`src/rtl/stage2_pool_core.sv`:
```
// rtl/stage2_pool_core.sv - streaming 2x2 stride-2 signed max-pooling stage
// Pools a raster-ordered multi-channel feature map; one output pulse per 2x2 window.
module stage2_pool_core #(
  parameter int CI  = 3,
  parameter int IBW = 20,
  parameter int IX  = 24,
  parameter int IY  = 24
) (
  input  logic              clk,
  input  logic              reset_n,
  input  logic              i_in_valid,
  input  logic [CI*IBW-1:0] i_in_fmap,
  output logic              o_ot_valid,
  output logic [CI*IBW-1:0] o_ot_fmap
);

  localparam int XW = $clog2(IX);
  localparam int YW = $clog2(IY);

  logic [XW-1:0]     x_cnt;
  logic [YW-1:0]     y_cnt;
  logic [XW-2:0]     lb_idx;
  logic              x_last;
  logic              y_last;
  logic [CI*IBW-1:0] hold_q;
  logic [CI*IBW-1:0] line_buf [IX/2];
  logic [CI*IBW-1:0] h_vec;
  logic [CI*IBW-1:0] o_vec;

  function automatic logic [IBW-1:0] smax(input logic [IBW-1:0] a, input logic [IBW-1:0] b);
    return ($signed(a) >= $signed(b)) ? a : b;
  endfunction

  assign lb_idx = x_cnt[XW-1:1];
  assign x_last = (x_cnt == XW'(IX - 1));
  assign y_last = (y_cnt == YW'(IY - 1));

  // h: horizontal pair max; o: h against the pair stored from the row above
  always_comb begin
    h_vec = '0;
    o_vec = '0;
    for (int c = 0; c < CI; c++) begin
      h_vec[c*IBW +: IBW] = smax(hold_q[c*IBW +: IBW], i_in_fmap[c*IBW +: IBW]);
      o_vec[c*IBW +: IBW] = smax(h_vec[c*IBW +: IBW], line_buf[lb_idx][c*IBW +: IBW]);
    end
  end

  always_ff @(posedge clk or negedge reset_n) begin
    if (!reset_n) begin
      x_cnt      <= '0;
      y_cnt      <= '0;
      o_ot_valid <= 1'b0;
      o_ot_fmap  <= '0;
    end else begin
      o_ot_valid <= 1'b0;
      if (i_in_valid) begin
        if (x_last) begin
          x_cnt <= '0;
          y_cnt <= y_last ? '0 : y_cnt + YW'(1);
        end else begin
          x_cnt <= x_cnt + XW'(1);
        end
        if (x_cnt[0] && y_cnt[0]) begin
          o_ot_valid <= 1'b1;
          o_ot_fmap  <= o_vec;
        end
      end
    end
  end

  // Datapath storage needs no reset: every entry is written before it is read.
  always_ff @(posedge clk) begin
    if (i_in_valid) begin
      if (!x_cnt[0])
        hold_q <= i_in_fmap;
      else if (!y_cnt[0])
        line_buf[lb_idx] <= h_vec;
    end
  end

endmodule

```
`config.mk`:
```
export PLATFORM = sky130hd
export DESIGN_NAME = stage2_pool_core
export DESIGN_NICKNAME = d
export VERILOG_FILES = /design/src/rtl/stage2_pool_core.sv
export SDC_FILE = /design/constraint.sdc
export NUM_CORES = 1
export LEC_CHECK = 0
export ABC_AREA = 0
export CAP_MARGIN = 15
export CORE_MARGIN = 2
export CORE_UTILIZATION = 30
export CTS_BUF_LIST = sky130_fd_sc_hd__clkbuf_4 sky130_fd_sc_hd__clkbuf_8
export DETAILED_ROUTE_END_ITERATION = 6
export PLACE_DENSITY = 0.49
export SLEW_MARGIN = 20
export SYNTH_ARGS = -nofsm -noshare
export SYNTH_HDL_FRONTEND = slang
export SYNTH_SLANG_ARGS = --single-unit
```
`constraint.sdc`:
```
create_clock -name clk -period 7.1 [get_ports clk]
set_clock_uncertainty 0.1 [all_clocks]
set_input_delay 1.775 -clock clk [delete_from_list [all_inputs] [get_ports clk]]
set_output_delay 1.775 -clock clk [all_outputs]
set_load 0.05 [all_outputs]
```
## After elaboration in Yosys (flattened, before gate mapping)

Memories as Yosys holds them, arrays and structs flattened.
Index checks and enable logic that the tools add are counted.

- Add/subtract/negate cells: 2
- Order comparisons: 6
- Eq/ne operators: 2
- Multiplexer cells: 14
- Bitwise gates (word level): 1
- Reduce and logical (&&, ||, !) cells: 4

Operators by type and width:

| kind | number |
|---|---|
| $ge 20x20->1 | 6 |
| $mux 20 | 6 |
| $add 5x1->5 const B | 2 |
| $eq 5x5->1 const B | 2 |
| $mux 5 | 2 |
| $mux 1 | 6 |
| $reduce_and 2->1 | 3 |
| $logic_and 1x1->1 | 1 |
| $not 1->1 | 1 |

- Register bits: 131
- Memory bits (writable): 720
- Output and inout port bits: 61
- Memories: 1

Memory list:

| memory | words | bits a word | read ports | clocked after Yosys merged registers in | write ports | line | source |
|---|---|---|---|---|---|---|---|
| line_buf | 12 | 60 | 1 | 0 | 1 | 26 | `logic [CI*IBW-1:0] line_buf [IX/2];` |

## Logic depth before layout (Yosys ltp)

Gate-level depths: netlist of run 1.

- Word-level depth: 4
- Mapped depth: 20
- Gate-level depth less buffers: 17

## Worst setup path after synthesis of run 1

Ideal clock, no wire load.

- Path type: in2reg
- Start point: in i_in_valid
- End point: mem line_buf[1][0] (netlist bit), enable pin
- Library setup time: 0.552 ns
- Arrival time: 6.470 ns
- Data required time: 6.448 ns
- Path slack: -0.021 ns
- Stages: 5
- Path through: clkbuf_1 -> nand2_1 -> nor3_1 -> nand2_1 -> nor3_1

- Cells in the longest elaborated chain, start to end: 2

Ends and longest elaborated chain:

| item | line | source |
|---|---|---|
| start: declaration | 11 | `input logic i_in_valid,` |
| $mux 1 | 73 | `if (i_in_valid) begin` |
| $mux 1 (not written as such) | 77 | `line_buf[lb_idx] <= h_vec;` |
| end: declaration | 26 |  |

Every way passes these cells.

## Worst setup path in the final report of run 1

- Start point: in i_in_fmap[51]
- End point: reg o_ot_fmap[42]

- Cells in the longest elaborated chain, start to end: 4

Ends and longest elaborated chain:

| item | line | source |
|---|---|---|
| start: declaration | 12 | `input logic [CI*IBW-1:0] i_in_fmap,` |
| $ge 20x20->1 | 31 | `return ($signed(a) >= $signed(b)) ? a : b;` |
| $mux 20 | 31 |  |
| named net h_vec[57] | 27 | `logic [CI*IBW-1:0] h_vec;` |
| $ge 20x20->1 | 31 |  |
| $mux 20 | 31 |  |
| end signal: assignment | 65 | `o_ot_fmap <= o_vec;` |
| end: declaration | 14 | `output logic [CI*IBW-1:0] o_ot_fmap` |

The timed path passes the listed nets, and every way through them passes these cells.
A chain may end at the register's enable or synchronous reset.

==> results of run 1 <==
## routing by layer
layer,track usage,vias to the layer above,share of wire
met5,0,-,0.000071
met4,0.0529,2,0.026
met3,0.0319,165,0.048
met2,0.249,562,0.48
met1,0.201,11700,0.45
li1,-,10000,-
## sequential cells by signal (all words and copies together), names as in the netlist
register    count
hold_q         60
line_buf      720
o_ot_fmap      60
o_ot_valid      1
x_cnt           5
y_cnt           5
## logic make-up (layout without fill, tap and decap cells)
family	Yosys count	in the layout
mux	288	288
fa+ha+maj	122	122
buf+inv	208	642
other cells	0	1
simple gates	532	532
flops	851	851
xor+xnor	2	2
compound gates	361	361
## Yosys cell counts, drive strengths merged (23+ instances only)
| library cell | instances | share of area |
|---|---|---|
| and2 | 23 | 0.0038 |
| nand4 | 46 | 0.0079 |
| a21oi | 127 | 0.017 |
| nand2 | 128 | 0.013 |
| inv | 67 | 0.0066 |
| nor2 | 118 | 0.012 |
| edfxtp | 780 | 0.62 |
| dfrtp | 71 | 0.047 |
| nand2b | 63 | 0.010 |
| ha | 122 | 0.040 |
| nand3 | 39 | 0.0052 |
| mux4 | 180 | 0.11 |
| buf | 50 | 0.0070 |
| o21ai | 52 | 0.0069 |
| o31ai | 34 | 0.0067 |
| mux2i | 80 | 0.021 |
| clkbuf | 91 | 0.0090 |
| mux2 | 28 | 0.0087 |
| a221o | 23 | 0.0061 |
| nor2b | 28 | 0.0046 |
| a21o | 47 | 0.0093 |
## worst max path at each step
stage / end / startpoint / cells after the start / slack, ns
floorplan: line_buf[3][0] / i_in_valid / 5 / 0.02
global placement: o_ot_fmap[51] / i_in_fmap[51] / 21 / -0.04
detailed placement: o_ot_fmap[51] / i_in_fmap[51] / 21 / -0.12
CTS: o_ot_fmap[42] / i_in_fmap[51] / 21 / 0.78
global route: o_ot_fmap[42] / i_in_fmap[51] / 21 / 0.46
finish: o_ot_fmap[42] / i_in_fmap[51] / 21 / 0.69
## through the flow
step	std cells	cell area (um2)	hold WS (ns)	setup TNS, ns	utilization
2_1_floorplan	2364	37900	0.373	0	-
3_3_place_gp	4173	42200	0.384	-0.106	0.336
3_5_place_dp	4173	42200	0.400	-0.474	0.336
4_1_cts	4446	45400	0.415	0	0.362
5_1_grt	4449	45500	0.431	0	0.363
6_report	4449	45500	0.419	0	0.363
## power by group through the flow
stage | logic (W) | clock network, W | registers [W]
after floorplan | 0.00382 | 0 | 0.00676
after global placement | 0.00592 | 0 | 0.00675
after global routing | 0.00662 | 0.00524 | 0.00660
after CTS | 0.00603 | 0.00502 | 0.00667
final | 0.00606 | 0.00486 | 0.00655
after detailed placement | 0.00600 | 0 | 0.00676
## worst max-delay path, delay by kind of cell
family          cells  cell delay (ns)
mux                 2             0.77
fa+ha+maj           2             0.64
simple gates        4             0.98
compound gates      7             1.54
buf+inv             6             1.29
## layout make-up
type	count	area share
Antenna cell	1	0.0000550
Clock buffer	206	0.0556
Clock inverter	67	0.0156
Inverter	67	0.00553
Multi-Input combinational cell	1305	0.263
Sequential cell	851	0.554
Tap cell	1650	0.0454
Timing Repair Buffer	302	0.0606
==> flow_metrics.env, run 1 <==
export IMPL_clock_sinks=851
export IMPL_grt_max_degree=83
export IMPL_min_from="y_cnt[3]"
export IMPL_vias=22400
export IMPL_grt_overflow=0
export IMPL_dpl_hpwl_mm=59.4
export IMPL_initial_utilization=0.302
export IMPL_synthCells=2364
export IMPL_min_path_cells=1
export IMPL_pwr_share_seq=0.375
export IMPL_p_sw_w=0.00609
export IMPL_syn_num_nets=2549
export IMPL_port_buffers=123
export IMPL_gp_congestion=0.771
export IMPL_synth_edf_count=780
export IMPL_pin_count=124
export IMPL_yosysUniqueCellTypes=62
export IMPL_htree_levels=4
export IMPL_area_growth_pct=20.1
export IMPL_reg2reg_from="hold_q[51]"
export IMPL_setup_slack_ns=0.688
export IMPL_cp_common_cell="buf_4"
export IMPL_layout_common_cells="edfxtp_1 (780), mux4_2 (180), buf_4 (166), clkbuf_8 (157), nand2_1 (128)"
export IMPL_yosysWarnings=0
export IMPL_cts_tree="yes"
export IMPL_synth_fa_ha_area_frac=0.0403
export IMPL_crit_arrival_ns=7.00
export IMPL_drive_gt1_frac=0.238
export IMPL_crit_path_end_kind="register"
export IMPL_peakVddDrop_uv=308
export IMPL_synth_ff_type="edfxtp_1"
export IMPL_hold_violations=0
export IMPL_nets=2862
export IMPL_cts_made_buffers=150
export IMPL_critPathSlowestCell="clkdlybuf4s50_1"
export IMPL_period_share=0.903
export IMPL_reg2reg_depth=19
export IMPL_maxSlewHeadroom=0.279
export IMPL_syn_cell_area_um2=37900
export IMPL_core_area_um2=125000
export IMPL_place_ws_ns=-0.123
export IMPL_clkPwrFrac=0.278
export IMPL_drtPass1Iterations=5
export IMPL_ys_seq_area_frac=0.665
export IMPL_reg2reg_to="o_ot_fmap[42]"
export IMPL_post_route_drc_count=0
export IMPL_internal_power_w=0.0114
export IMPL_crit_required_ns=7.69
export IMPL_regToRegSetupSlack_ns=1.78
export IMPL_synth_xor_xnor_area_share=0.000463
export IMPL_pwr_share_comb=0.347
export IMPL_dieArea_um2=129000
export IMPL_synth_top_family_by_area="multiplexers"
export IMPL_antenna_left=0
export IMPL_cts_hold_fix_buffers=0
export IMPL_clk_latency_ns=0.84
export IMPL_rows=130
export IMPL_drt_iter0_markers=1583
export IMPL_p_leak_nw=16.2
export IMPL_max_cap_viol_count=0
export IMPL_vias_per_cell=5.03
export IMPL_finalCriticalPeriod_ns=6.41
export IMPL_cp_max_fo=12
export IMPL_cp_start_kind="primary input"
export IMPL_fillCellCount=11800
export IMPL_cts_root_buffer="clkbuf_8"
export IMPL_path_clk_slew_ns=0.06
export IMPL_antenna_found_initial=2
export IMPL_synthArstFlopShare=0.0834
export IMPL_path_cells="clkdlybuf4s50_1 > inv_1 > ha_1 > a21oi_1 > o21ai_0 > buf_4 > a22o_1 > or3_1 > o211ai_1 > buf_4 > buf_4 > mux2_2 > ha_1 > nand4_1 > and4bb_2 > a21boi_1 > a2111oi_0 > mux2_2 > and2_1 > buf_4 > a221o_1"
export IMPL_fmax_mhz=156
export IMPL_status="finished, final reports clean"
export IMPL_grt_pass1_vias=23500
export IMPL_grtUsageTotal=0.152
export IMPL_crit_type="primary input to register"
export IMPL_synth_seq_cells=851
export IMPL_power_w=0.0175
export IMPL_die_w_um=359
export IMPL_hold_path_class="register to register"
export IMPL_die_y_um=359
export IMPL_cpPeakStageDelay_ns=0.50
export IMPL_min_to="y_cnt[3]"
export IMPL_swShare=0.348
export IMPL_setup_viol=0
export IMPL_seqCellArea_um2=25200
export IMPL_syn_area_per_cell_um2=16.0
export IMPL_post_drt_wl_per_cell_um=22.2
export IMPL_synthMuxAreaShare=0.137
export IMPL_powerDensity_nw_per_um2=384
export IMPL_final_common_cell="edfxtp_1"
export IMPL_finalWirelength_mm=99.0
export IMPL_multi_input_area_um2=12000
export IMPL_cts_resized_gates=0
export IMPL_cts_setup_buffers=0
export IMPL_worst_slew_pin_transition_ns=1.08
export IMPL_synth_compound_area_share=0.0625
export IMPL_clk_path_buf_depth=3
export IMPL_grt_pass1_wl_mm=149
export IMPL_rsz0062_at_grt="false"
export IMPL_synthSimpleGateAreaFrac=0.0717
export IMPL_maxSlewViolCount=0
Power figures use the tool's default switching activity.
==> run 2, diff against run 1 <==
--- a/config.mk
+++ b/config.mk
@@ -7,7 +7,8 @@
 export LEC_CHECK = 0
 export ABC_AREA = 0
 export CAP_MARGIN = 15
-export CORE_MARGIN = 2
+export CORE_ASPECT_RATIO = 0.9
+export CORE_MARGIN = 1.5
 export CORE_UTILIZATION = 30
 export CTS_BUF_LIST = sky130_fd_sc_hd__clkbuf_4 sky130_fd_sc_hd__clkbuf_8
 export DETAILED_ROUTE_END_ITERATION = 6
==> run 2 against run 1 <==
  * Final area is 0.77% lower
  * Sequential share of layout area is 0.43 points higher
  * Worst setup slack improved by 0.069 ns
  * Flip-flop and latch count did not move
  * Utilization fell by 0.20 points
  * Critical endpoint is now o_ot_fmap[25]
  * Largest cell class unchanged
==> flow_metrics.env, run 2 (synthesis results as in run 1) <==
export IMPL_status="finished, final reports clean"
export IMPL_maxSlewViolCount=0
export IMPL_period_share=0.894
export IMPL_initial_utilization=0.303
export IMPL_hold_path_class="register to register"
export IMPL_drtPass1Iterations=6
export IMPL_crit_path_end_kind="register"
export IMPL_hold_violations=0
export IMPL_clock_sinks=851
export IMPL_cp_common_cell="buf_4"
export IMPL_vias_per_cell=5.01
export IMPL_cts_root_buffer="clkbuf_8"
export IMPL_finalCriticalPeriod_ns=6.34
export IMPL_cts_hold_fix_buffers=0
export IMPL_die_y_um=340
export IMPL_cp_max_fo=21
export IMPL_grt_pass1_wl_mm=151
export IMPL_clk_path_buf_depth=3
export IMPL_antenna_found_initial=4
export IMPL_timing_setup_tns_ns=0
export IMPL_fmax_mhz=158
export IMPL_setup_viol=0
export IMPL_finalWirelength_mm=100
export IMPL_p_leak_nw=15.9
export IMPL_peakVddDrop_uv=241
export IMPL_placed_cells=4176
export IMPL_pin_count=124
export IMPL_port_buffers=123
export IMPL_crit_arrival_ns=7.01
export IMPL_grtUsageTotal=0.157
export IMPL_min_from="y_cnt[3]"
export IMPL_powerDensity_nw_per_um2=383
export IMPL_cts_resized_gates=0
export IMPL_nets=2825
export IMPL_crit_required_ns=7.76
export IMPL_area_growth_pct=19.2
export IMPL_fillCellCount=11700
export IMPL_drt_iter0_markers=1402
export IMPL_path_clk_slew_ns=0.06
export IMPL_drive_gt1_frac=0.228
export IMPL_vias=22300
export IMPL_dieArea_um2=128000
export IMPL_cpPeakStageDelay_ns=0.52
export IMPL_rows=123
export IMPL_max_cap_viol_count=0
export IMPL_die_w_um=378
export IMPL_layout_common_cells="edfxtp_1 (780), mux4_2 (180), clkbuf_8 (159), nand2_1 (128), buf_4 (128)"
export IMPL_post_route_drc_count=0
export IMPL_reg_top3="line_buf x720, hold_q x60, o_ot_fmap x60"
export IMPL_grt_pass1_vias=23600
export IMPL_cts_tree="yes"
export IMPL_cp_start_kind="primary input"
export IMPL_gp_congestion=0.821
export IMPL_worst_slew_pin_transition_ns=1.03
export IMPL_maxSlewHeadroom=0.314
export IMPL_core_area_um2=125000
export IMPL_crit_start="i_in_fmap[31]"
export IMPL_stdcell_count=4451
export IMPL_htree_levels=4
export IMPL_grt_max_degree=83
export IMPL_post_drt_wl_per_cell_um=22.5
export IMPL_path_cells="clkdlybuf4s50_1 > inv_1 > ha_1 > nand4_1 > nor4_1 > buf_4 > a21boi_1 > buf_12 > or4_1 > o22ai_1 > or3_1 > ha_1 > nand4_1 > nor3_1 > buf_4 > mux2_2 > a311oi_1 > buf_4 > a31oi_4 > buf_12 > o31ai_1 > a31o_2"
export IMPL_grt_overflow=0
export IMPL_largest_reg_flops=720
export IMPL_antenna_left=0
export IMPL_cts_setup_buffers=0
export IMPL_power_w=0.0173
export IMPL_critPathSlowestCell="nor4_1"
export IMPL_reg2reg_from="hold_q[29]"
export IMPL_rsz0062_at_grt="false"
export IMPL_cts_made_buffers=149
export IMPL_clk_latency_ns=0.83
export IMPL_dpl_hpwl_mm=59.1
export IMPL_crit_type="primary input to register"
export IMPL_final_common_cell="edfxtp_1"
export IMPL_top_register="line_buf"
run 2: changes by cell type in the layout (fill, tap and decap cells not counted), sizes merged:
cell    delta
bufinv     -7
inv        -5
clkbuf    +18
buf       -36
clkinv     -5
run 2: worst max-delay path: cells and delay by family:
family,cells,cell delay (ns)
fa+ha+maj,2,0.66
simple gates,6,1.77
buf+inv,7,1.46
compound gates,6,0.98
mux,1,0.32
run 2: path summary, 6_finish.rpt:
path | to | slack [ns] | cells past startpoint
max | o_ot_fmap[25] | 0.76 | 22
max in group asynchronous | o_ot_fmap[24] | 4.94 | 2
min | y_cnt[3] | 0.41 | 1
max reg2reg | o_ot_fmap[25] | 1.74 | 20
min in group asynchronous | o_ot_fmap[42] | 0.81 | 1
min reg2reg | y_cnt[3] | 0.41 | 1
run 2: through the flow:
step,hold WS [ns],worst slack (ns),utilization,area (um2)
after floorplan,0.373,0.0239,-,37900
after global placement,0.384,0.0213,0.336,42000
after detailed placement,0.398,-0.0000977,0.336,42000
after CTS,0.408,0.885,0.361,45100
after global routing,0.441,0.594,0.361,45100
final,0.405,0.756,0.361,45100
run 2: layout make-up:
type                            count  area (um2)  share of cell area
Inverter                           67         251             0.00557
Multi-Input combinational cell   1305       12000               0.265
Tap cell                         1687        2110              0.0468
Sequential cell                   851       25200               0.559
Clock inverter                     50         418             0.00926
Antenna cell                        1        2.50           0.0000554
Timing Repair Buffer              266        2500              0.0554
Clock buffer                      224        2680              0.0593
run 2: power breakdown:
part | internal [W] | switching (W)
clock | 0.00261 | 0.00206
combinational | 0.00251 | 0.00353
sequential | 0.00607 | 0.000490
total | 0.0112 | 0.00608
run 2: layer usage:
metal	share of wire	GRT usage	up-vias	wire, um
met5	0.00012	0	-	12
met4	0.023	0.0505	2	2250
met3	0.041	0.0281	163	4140
met2	0.48	0.256	519	48000
met1	0.46	0.212	11600	45600
li1	-	-	9966	-
